**src/rtl/layer_pkg.sv**
```systemverilog
// Shared types and default sizing for the layer sequencing blocks.
package layer_pkg;

    typedef enum logic {
        COLLECT = 1'b0,
        SEND    = 1'b1
    } state_t;

    localparam int LAYER_NN = 10;
    localparam int LAYER_DW = 16;

endpackage

```
**src/rtl/layer_seq_ctrl.sv**
```systemverilog
// Gathers parallel neuron outputs of one layer and streams them, in neuron
// order, as a valid/ready serial sequence towards the next layer.
module layer_seq_ctrl
    import layer_pkg::*;
#(
    parameter int NN        = LAYER_NN,
    parameter int dataWidth = LAYER_DW
) (
    input  logic                    clk,
    input  logic                    rst,
    input  logic [NN-1:0]           o_valid,
    input  logic [NN*dataWidth-1:0] x_out,
    input  logic                    out_ready,
    input  logic                    err_clr,
    output logic                    x_valid,
    output logic [dataWidth-1:0]    x_in,
    output logic                    layer_done,
    output logic                    busy,
    output logic                    ovf_err
);

    localparam int IW = (NN > 1) ? $clog2(NN) : 1;
    localparam logic [IW-1:0] LAST = IW'(NN - 1);

    state_t                         state, state_nxt;
    logic [IW-1:0]                  idx, idx_nxt;
    logic [NN-1:0]                  captured, cap_nxt;
    logic [NN-1:0]                  wr_en;
    logic [NN-1:0][dataWidth-1:0]   buffer;
    logic                           xv_nxt, done_nxt, ovf_nxt;
    logic [dataWidth-1:0]           xin_nxt;

    assign busy = (state == SEND);

    always_comb begin
        state_nxt = state;
        idx_nxt   = idx;
        cap_nxt   = captured;
        wr_en     = '0;
        xv_nxt    = x_valid;
        xin_nxt   = x_in;
        done_nxt  = 1'b0;
        ovf_nxt   = err_clr ? 1'b0 : ovf_err;

        case (state)
            COLLECT: begin
                wr_en   = o_valid;
                cap_nxt = captured | o_valid;
                if (|(o_valid & captured))
                    ovf_nxt = 1'b1;
                if (&cap_nxt) begin
                    state_nxt = SEND;
                    idx_nxt   = '0;
                    xv_nxt    = 1'b1;
                    // Neuron 0 may land in this very cycle; bypass the buffer.
                    xin_nxt   = o_valid[0] ? x_out[dataWidth-1:0] : buffer[0];
                end
            end
            SEND: begin
                if (|o_valid)
                    ovf_nxt = 1'b1;
                if (x_valid && out_ready) begin
                    if (idx == LAST) begin
                        state_nxt = COLLECT;
                        idx_nxt   = '0;
                        cap_nxt   = '0;
                        xv_nxt    = 1'b0;
                        done_nxt  = 1'b1;
                    end else begin
                        idx_nxt = idx + IW'(1);
                        xin_nxt = buffer[idx + IW'(1)];
                    end
                end
            end
            default: state_nxt = COLLECT;
        endcase
    end

    always_ff @(posedge clk or negedge rst) begin
        if (!rst) begin
            state      <= COLLECT;
            idx        <= '0;
            captured   <= '0;
            x_valid    <= 1'b0;
            x_in       <= '0;
            layer_done <= 1'b0;
            ovf_err    <= 1'b0;
        end else begin
            state      <= state_nxt;
            idx        <= idx_nxt;
            captured   <= cap_nxt;
            x_valid    <= xv_nxt;
            x_in       <= xin_nxt;
            layer_done <= done_nxt;
            ovf_err    <= ovf_nxt;
        end
    end

    // Sample storage carries no reset; captured[] says what is meaningful.
    always_ff @(posedge clk) begin
        for (int i = 0; i < NN; i++)
            if (wr_en[i])
                buffer[i] <= x_out[i*dataWidth +: dataWidth];
    end

endmodule

```
**config.mk**
```make
export PLATFORM = sky130hd
export DESIGN_NAME = layer_seq_ctrl
export DESIGN_NICKNAME = d
export VERILOG_FILES = /design/src/rtl/layer_pkg.sv /design/src/rtl/layer_seq_ctrl.sv
export SDC_FILE = /design/constraint.sdc
export NUM_CORES = 1
export LEC_CHECK = 0
export ABC_CLOCK_PERIOD_IN_PS = 4410
export CELL_PAD_IN_SITES_DETAIL_PLACEMENT = 1
export CELL_PAD_IN_SITES_GLOBAL_PLACEMENT = 1
export CORE_ASPECT_RATIO = 1.4
export CORE_MARGIN = 5
export CORE_UTILIZATION = 46
export CTS_BUF_LIST = sky130_fd_sc_hd__clkbuf_8
export CTS_CLUSTER_DIAMETER = 40
export DETAILED_ROUTE_END_ITERATION = 12
export GPL_ROUTABILITY_DRIVEN = 0
export PLACE_DENSITY = 0.94
export SYNTH_ARGS = -nofsm -noshare
export SYNTH_HDL_FRONTEND = slang
export SYNTH_SLANG_ARGS = --single-unit
export TNS_END_PERCENT = 10
```
**constraint.sdc**
```tcl
create_clock -name clk -period 4.41 [get_ports clk]
set_clock_uncertainty 0.1 [all_clocks]
set_input_delay 0.6615 -clock clk [delete_from_list [all_inputs] [get_ports clk]]
set_output_delay 0.6615 -clock clk [all_outputs]
set_load 0.005 [all_outputs]
```
# Word level (Yosys, flattened, before mapping)
# Index checks and enable logic that the tools add are counted.
dict set report word_totals {
  regBits 194
  latchBits 0
  mem_bits_rw 0
  mem_bits_ro 0
  in_bits 174
  out_inout_bits 20
  elab_cells 65
  mem_count 0
}
dict set report classes {
  addsub 1
  mul 0
  n_div 0
  order_cmp 1
  n_eq_ne 5
  shifts 0
  muxes 30
  bitwise 3
  n_reduce_logical 8
}
# cell count
set op_table {}
lappend op_table {{$mux 16} 5}
lappend op_table {{$bmux 16 s4} 1}
lappend op_table {{$pmux 16 s2} 1}
lappend op_table {{$mux 10} 3}
lappend op_table {{$pmux 10 s2} 1}
lappend op_table {{$reduce_or 10->1} 2}
lappend op_table {{$mux 1} 12}
lappend op_table {{$mux 4} 3}
lappend op_table {{$and 10x10->10} 1}
lappend op_table {{$or 10x10->10} 1}
lappend op_table {{$reduce_and 10->1} 1}
lappend op_table {{$pmux 4 s2} 1}
lappend op_table {{$pmux 1 s2} 3}
lappend op_table {{$reduce_and 3->1} 2}
lappend op_table {{$lt 4x5->1 const B} 1}
lappend op_table {{$add 4x1->4 const B} 1}
lappend op_table {{$eq 4x4->1 const B} 1}
lappend op_table {{$ne 2x1->1 const B} 2}
lappend op_table {{$ne 2x2->1 const B} 2}
lappend op_table {{$reduce_and 2->1} 2}
lappend op_table {{$logic_and 1x1->1} 1}
lappend op_table {{$not 1->1} 1}

# Logic depth before layout (Yosys ltp)
# Gate-level depths: netlist of the first run.
dict set report logic_depth {
  ltp_word 6
  ltp_mapped 8
  ltp_nobuf 6
}

# Worst setup path before layout of the first run
# Ideal clock, no wire load.
dict set report synth_timing {
  kind {reg-to-reg}
  startpoint {register idx[1]}
  endpoint {register x_in[0]}
  setup_time_ns 0.121
  arrival_ns 2.174
  t_required_ns 4.189
  setup_slack_ns 2.015
  path_stages_with_launch 9
  n_path_buf 2
  period_less_slack_ns 2.395
  cell_sequence {dfrtp_1 > inv_1 > ha_1 > clkbuf_1 > clkbuf_1 > mux4_2 > a221oi_1 > o21ai_1 > a22o_1}
}
dict set report synth_via {
  elab_chain_len 6
  word_cells_on_any_way 9
  cone_classes {1 x add/sub; 2 x eq/ne; 5 x mux; 1 x reduce/logical}
}
# item line
set synth_lines {}
lappend synth_lines {{start, declared} layer_seq_ctrl.sv:26} ;# logic [IW-1:0] idx, idx_nxt;
lappend synth_lines {{start signal, assigned} layer_seq_ctrl.sv:90} ;# idx <= idx_nxt;
lappend synth_lines {{$add 4x1->4} layer_seq_ctrl.sv:71} ;# xin_nxt = buffer[idx + IW'(1)];
lappend synth_lines {{$bmux 16 s4} layer_seq_ctrl.sv:71}
lappend synth_lines {{$mux 16 (implied by the code)} layer_seq_ctrl.sv:71}
lappend synth_lines {{$mux 16} layer_seq_ctrl.sv:63} ;# if (idx == LAST) begin
lappend synth_lines {{$mux 16} layer_seq_ctrl.sv:62} ;# if (x_valid && out_ready) begin
lappend synth_lines {{$pmux 16 s2} layer_seq_ctrl.sv:45} ;# case (state)
lappend synth_lines {{end signal, assigned} layer_seq_ctrl.sv:93} ;# x_in <= xin_nxt;
lappend synth_lines {{end, declared} layer_seq_ctrl.sv:16} ;# output logic [dataWidth-1:0] x_in,
# Parallel ways exist; a longest one is shown, timed or not. The select of a mux whose other input is x is not followed.
# A chain may end at the register's enable or synchronous reset.

# Worst setup path after layout of the first run
dict set report layout_timing {
  startpoint {register idx[0]}
  endpoint {register x_in[14]}
}
# Same word-level chain as after synthesis.

==> run_results.csv, run 1 <==
group,metric,value,unit
drt,post_drt_wl_per_cell,28.7,microns
critical_path,rr_endpoint,"x_in[14]",
critical_path,worstRegToRegCells,5,
finish,multi_input_area,2060,sq um
clock_network,cts_resized,0,
drt,ant_nets,0,
critical_path,worst-setup-path-type,"reg -> reg",
sta,rsz0062_at_grt,"no",
sta,fin_crit,3.00,ns
clock_network,cts_setup_buffers,0,
finish,nets,810,
sta,worst_slack,1.41,ns
global_route,grt_pass1_wl,36000,microns
logic_synthesis,synth_area,7870,sq um
critical_path,cp-end-kind,"flop",
critical_path,crit_path_start_kind,"flop",
global_route,antenna_found_initial,2,
critical_path,rrSetupSlack,1.41,ns
clock_network,clock_path_buffers,2,
floorplanning,die_w,121,microns
global_route,grt_max_degree,39,
floorplanning,core-area,16800,sq um
floorplanning,initial_core_util,46.8,%
clock_network,cts_hold_buf,0,
logic_synthesis,synth_edf_count,160,
logic_synthesis,syn_area_per_cell,17.9,sq um
run,maxCapViolCount,0,
global_route,grt_overflow,0,
floorplanning,rows,56,
logic_synthesis,synth_warnings,0,
logic_synthesis,ys_seq_elements,194,
finish,area_growth,31.8,%
sta,maxSlewViolCount,0,
placed_design,dp_cells,817,
placed_design,post-dp-hpwl,18100,microns
clock_network,clock_latency,0.50,ns
finish,fin_area,10400,sq um
sta,timing.fmax,333,MHz
sta,fin_setup_tns,0,ns
clock_network,cts_made_buffers,17,
worst_hold_path,hold_class,"in -> async",
critical_path,slowest_delay,0.64,ns
critical_path,slowest_stage,"buf_4",
floorplanning,die_h,165,microns
global_route,grt_pass1_vias,5800,
critical_path,worst-path-buf-inv,1,
drt,drt_wl_total,24500,microns
power,pwr_density_cell,582,nW/um^2
power,peakVddDrop,330,uV
critical_path,cp.required,4.70,ns
logic_synthesis,synthArstFlopShare,17.5,%
floorplanning,ios,194,
sta,period_share,68.0,%
logic_synthesis,syn_inst,440,
clock_network,cts_root_buf,"clkbuf_8",
sta,whs,0.131,ns
finish,n_fill_cell,1517,
logic_synthesis,yosys.area.top_type_share,61.0,%
logic_synthesis,yosys-top-cells-area,"edfxtp_1, dfrtp_1, mux4_2",
placed_design,place_area,9970,sq um
critical_path,path_max_fanout,38,
logic_synthesis,synth_top_cell_by_area,"edfxtp_1",
clock_network,clock-sinks,194,
drt,drt_iter0_drc,355,
critical_path,path_delay_family,"compound AO/OA/AOI/OAI gates",
placed_design,portBuffers,193,
logic_synthesis,synth_seq_area_share,71.8,%
finish,ff_latch_area,5660,sq um
floorplanning,dieArea,19900,sq um
drt,drc,0,
finish,final_cell_count_no_fill,852,
global_route,grt_use_total,25.2,%
drt,viasPerCell,6.12,
clock_network,tritoncts,"yes",
critical_path,timing.rr.start,"idx[0]",
finish,drive_gt1_share,13.6,%
sta,tightest_slew,1.07,ns
logic_synthesis,synth_cell_types,49,
critical_path,cp.arrival,3.29,ns
sta,setup_viol,0,
logic_synthesis,yosys_most_used_dff,"edfxtp_1",
drt,num_vias,5211,
logic_synthesis,synthesis.nets,616,
power,leakagePower,3.61,nW
clock_network,htree_levels,4,
sta,slew_headroom,28.3,%
run_status,status,"finished clean",
drt,first_pass_iters,5,
sta,hold_viol,0,
placed_design,pre_cts_slack,1.35,ns
critical_path,crit_chain,"buf_4 -> mux4_2 -> a221oi_1 -> o21ai_1 -> a22o_1",
clock_network,clkTransAtPathRegs,0.11,ns
[cell usage after synthesis, types with 2 or more instances]
master,count
nand3_1,7
dfrtp_1,34
and3b_1,2
and2b_1,5
a22oi_1,4
a221oi_1,14
inv_1,2
o31ai_2,2
o21ai_0,7
buf_4,2
buf_6,5
o22ai_1,4
nor4_1,2
edfxtp_1,160
o21ai_1,12
clkbuf_1,8
nor2b_1,5
a21oi_1,19
nor2_1,24
ha_1,2
nand2_1,6
mux2i_1,32
a22o_1,17
mux4_2,32
buf_2,9
[area by class of cell]
type,instances,share of cell area [%]
multi-input combinational,217,19.9
antenna,2,0.0483
timing repair buffer,201,19.2
clock inverter,15,1.52
sequential,194,54.6
inverter,3,0.109
clock buffer,17,2.26
tap,203,2.45
[logic make-up (layout without fill, tap and decap cells)]
family	Yosys count	after routing	share of synthesized area [%]
mux	64	64	13.2
fa+ha+maj	2	2	0.318
compound gates	90	90	8.31
flops	194	194	71.8
simple gates	61	61	4.18
buf+inv	29	236	2.11
other cells	0	2	0
[state kept, by name, indices dropped and copies added, names as in the netlist]
name and flops:
busy 1, x_valid 1, buffer 160, layer_done 1, x_in 16, idx 4
ovf_err 1, captured 10
[per-stage QoR]
stage / utilization, % / power [W]
after floorplan: - / 0.00401
after global placement: 59.3 / 0.00469
after detailed placement: 59.3 / 0.00489
after CTS: 61.6 / 0.00605
after global routing: 61.7 / 0.00632
final: 61.7 / 0.00604
[power by group]
group	internal (W)	switching, W	total (W)
registers	0.00240	0.000265	0.00267
logic	0.00103	0.00118	0.00222
clock network	0.000428	0.000723	0.00115
total	0.00387	0.00217	0.00604
[worst max-delay path by stage]
stage	from	end	slack [ns]	depth (start not counted)
after floorplan	idx[1]	x_in[0]	2.01	8
after global placement	idx[0]	x_in[12]	1.69	5
after CTS	idx[0]	x_in[14]	1.24	6
after global routing	idx[0]	x_in[6]	1.27	5
final	idx[0]	x_in[14]	1.41	5
after detailed placement	idx[0]	x_in[14]	1.35	6
[cell usage in the layout (no fill, tap or decap), types with 6 or more instances in the layout]
cell type,netlist,final
a21oi_1,19,19
buf_4,2,8
o21ai_0,7,7
edfxtp_1,160,160
clkdlybuf4s50_1,0,192
mux4_2,32,32
inv_6,0,8
a221oi_1,14,14
dfrtp_1,34,33
a22o_1,17,17
o21ai_1,12,12
clkbuf_8,0,17
nor2_1,24,24
nand2_1,6,6
mux2i_1,32,32
nand3_1,7,7
[layer usage]
metal | track usage (%) | routed length (microns) | vias to the layer above
met5 | 0 | 0 | -
met4 | 13.8 | 1170 | 0
met3 | 5.17 | 1710 | 69
met2 | 43.5 | 12800 | 302
met1 | 29.6 | 8780 | 2663
li1 | - | - | 2177
(Power assumes the default switching activity.)
==> inputs of run 2 (changes only) <==
Settings changed: ABC_CLOCK_PERIOD_IN_PS 4410 to 2900, CORE_UTILIZATION 46 to 42, PLACE_DENSITY 0.94 to 0.87.
Clock period 4.41 ns to 2.9 ns, I/O delays scaled along.
==> run 2 against run 1 <==
Net effect: first-iteration DRC count increased by 1.4%; clock power up 59%; worst hold slack gained 0.27 ns; die area grew 8.8%; non-clock buffer count up 15; sequential share of layout area fell by 0.96 points; largest power group unchanged; cell count up 6.3%; wire length down 4.0%.
==> run_results.csv, run 2 (synthesis results as in run 1) <==
group,metric,value,unit
sta,period_share,90.9,%
run_status,status,"finished clean",
finish,n_antenna_cell,0,
sta,worst_slack,0.264,ns
sta,maxSlewViolCount,0,
placed_design,post-dp-hpwl,18000,microns
global_route,grt_pass1_wl,35300,microns
drt,drt_wl_total,23500,microns
drt,drc,0,
power,pwr_density_cell,880,nW/um^2
finish,drive_gt1_share,15.3,%
sta,setup_viol,0,
finish,n_fill_cell,1698,
clock_network,tritoncts,"yes",
critical_path,crit_path_start_kind,"flop",
sta,hold_viol,0,
global_route,grt_use_total,22.1,%
floorplanning,initial_core_util,42.5,%
floorplanning,die_h,172,microns
power,peakVddDrop,478,uV
drt,ant_nets,0,
sta,timing.fmax,379,MHz
drt,first_pass_iters,5,
finish,largest_reg_flops,160,
global_route,antenna_found_initial,0,
clock_network,clkTransAtPathRegs,0.11,ns
sta,fin_crit,2.64,ns
finish,regMostFlops,"buffer",
clock_network,cts_root_buf,"clkbuf_8",
critical_path,path_max_fanout,26,
sta,rsz0062_at_grt,"no",
critical_path,timing.rr.start,"idx[0]",
drt,drt_iter0_drc,360,
critical_path,cp-end-kind,"flop",
placed_design,pre_cts_slack,0.360,ns
floorplanning,rows,59,
finish,reg.largest.list,"buffer: 160 flops, x_in: 16 flops, captured: 10 flops",
sta,tightest_slew,0.843,ns
clock_network,cts_setup_buffers,0,
placed_design,portBuffers,193,
finish,final_cell_mix,"clkdlybuf4s50_1, edfxtp_1, dfrtp_1",
finish,area_growth,34.1,%
critical_path,cp.arrival,2.91,ns
critical_path,worst-setup-path-type,"reg -> reg",
floorplanning,ios,194,
worst_hold_path,hold_class,"in -> reg",
sta,slew_headroom,43.8,%
finish,layout_commonest_cell,"clkdlybuf4s50_1",
clock_network,cts_made_buffers,17,
floorplanning,die_w,126,microns
global_route,grt_max_degree,35,
power,leakagePower,3.69,nW
clock_network,htree_levels,4,
clock_network,clock_latency,0.48,ns
clock_network,clock-sinks,194,
critical_path,cp.required,3.17,ns
floorplanning,dieArea,21600,sq um
drt,viasPerCell,5.65,
sta,fin_setup_tns,0,ns
global_route,grt_overflow,0,
critical_path,crit_path_start,"idx[0]",
run,maxCapViolCount,0,
worst_hold_path,holdCritStartpoint,"x_out[93]",
drt,num_vias,5122,
global_route,grt_pass1_vias,5777,
floorplanning,core-area,18500,sq um
finish,nets,825,
clock_network,clock_path_buffers,2,
drt,post_drt_wl_per_cell,25.9,microns
## run 2: cell count changes in the layout (fill, tap and decap cells not counted), sizes merged
cell / delta
diode: -2
bufinv: +2
dlygate4sd3: +1
clkbuf: +1
buf: +14
clkinvlp: +1
clkinv: -1
inv: -3
## run 2: worst max-delay path: stages, from the launching register on
cell      delay, ns
dfrtp_4        0.58
ha_1           0.34
buf_4          0.35
mux4_2         0.40
a221oi_1       0.43
o21ai_1        0.13
a22o_1         0.19
## run 2: worst paths after layout
path / to / slack (ns) / depth (start not counted)
worst min-delay path: buffer[93] / 0.40 / 1
worst max register to register: x_in[2] / 0.26 / 6
min in group asynchronous: layer_done / 0.49 / 2
worst max-delay path: x_in[2] / 0.26 / 6
worst min register to register: x_in[14] / 0.42 / 1
max in group asynchronous: idx[0] / 1.59 / 2
## run 2: timing repair
action                     4_1_cts  5_1_grt
resized for setup                0        0
hold endpoints to repair        34        0
setup endpoints to repair        0        0
hold buffers                     1        0
## run 2: report_power, final
part	leakage (nW)	internal, W	switching (W)	total [W]
combinational	1.61	0.00166	0.00182	0.00348
clock	0.213	0.000821	0.00101	0.00183
sequential	1.87	0.00365	0.000332	0.00398
## run 2: layout make-up
type                            count  area (sq um)  area share, %
Sequential cell                   194          5660           53.6
Timing Repair Buffer              216          2100           19.9
Multi-Input combinational cell    217          2060           19.6
Tap cell                          244           305           2.89
Clock buffer                       18           248           2.35
Clock inverter                     14           169           1.60
Inverter                            3          11.3          0.107
## run 2: through the flow
stage | cell area [sq um] | cells | power [W] | utilization (%) | hold WS (ns)
3_5_place_dp | 10100 | 873 | 0.00748 | 54.7 | 0.399
6_report | 10600 | 906 | 0.00930 | 57.0 | 0.399
5_1_grt | 10600 | 906 | 0.00975 | 57.0 | 0.373
2_1_floorplan | 7870 | 440 | 0.00609 | - | 0.0394
3_3_place_gp | 10100 | 873 | 0.00722 | 54.7 | 0.392
4_1_cts | 10600 | 906 | 0.00935 | 57.0 | 0.374
## run 2: metal layers
layer	vias to the layer above	global-route usage, %	part of all wire (%)
li1	2204	-	-
met1	2607	26.1	37
met2	257	39.1	53
met3	54	4.76	6.2
met4	0	9.15	3.9
met5	-	0	0
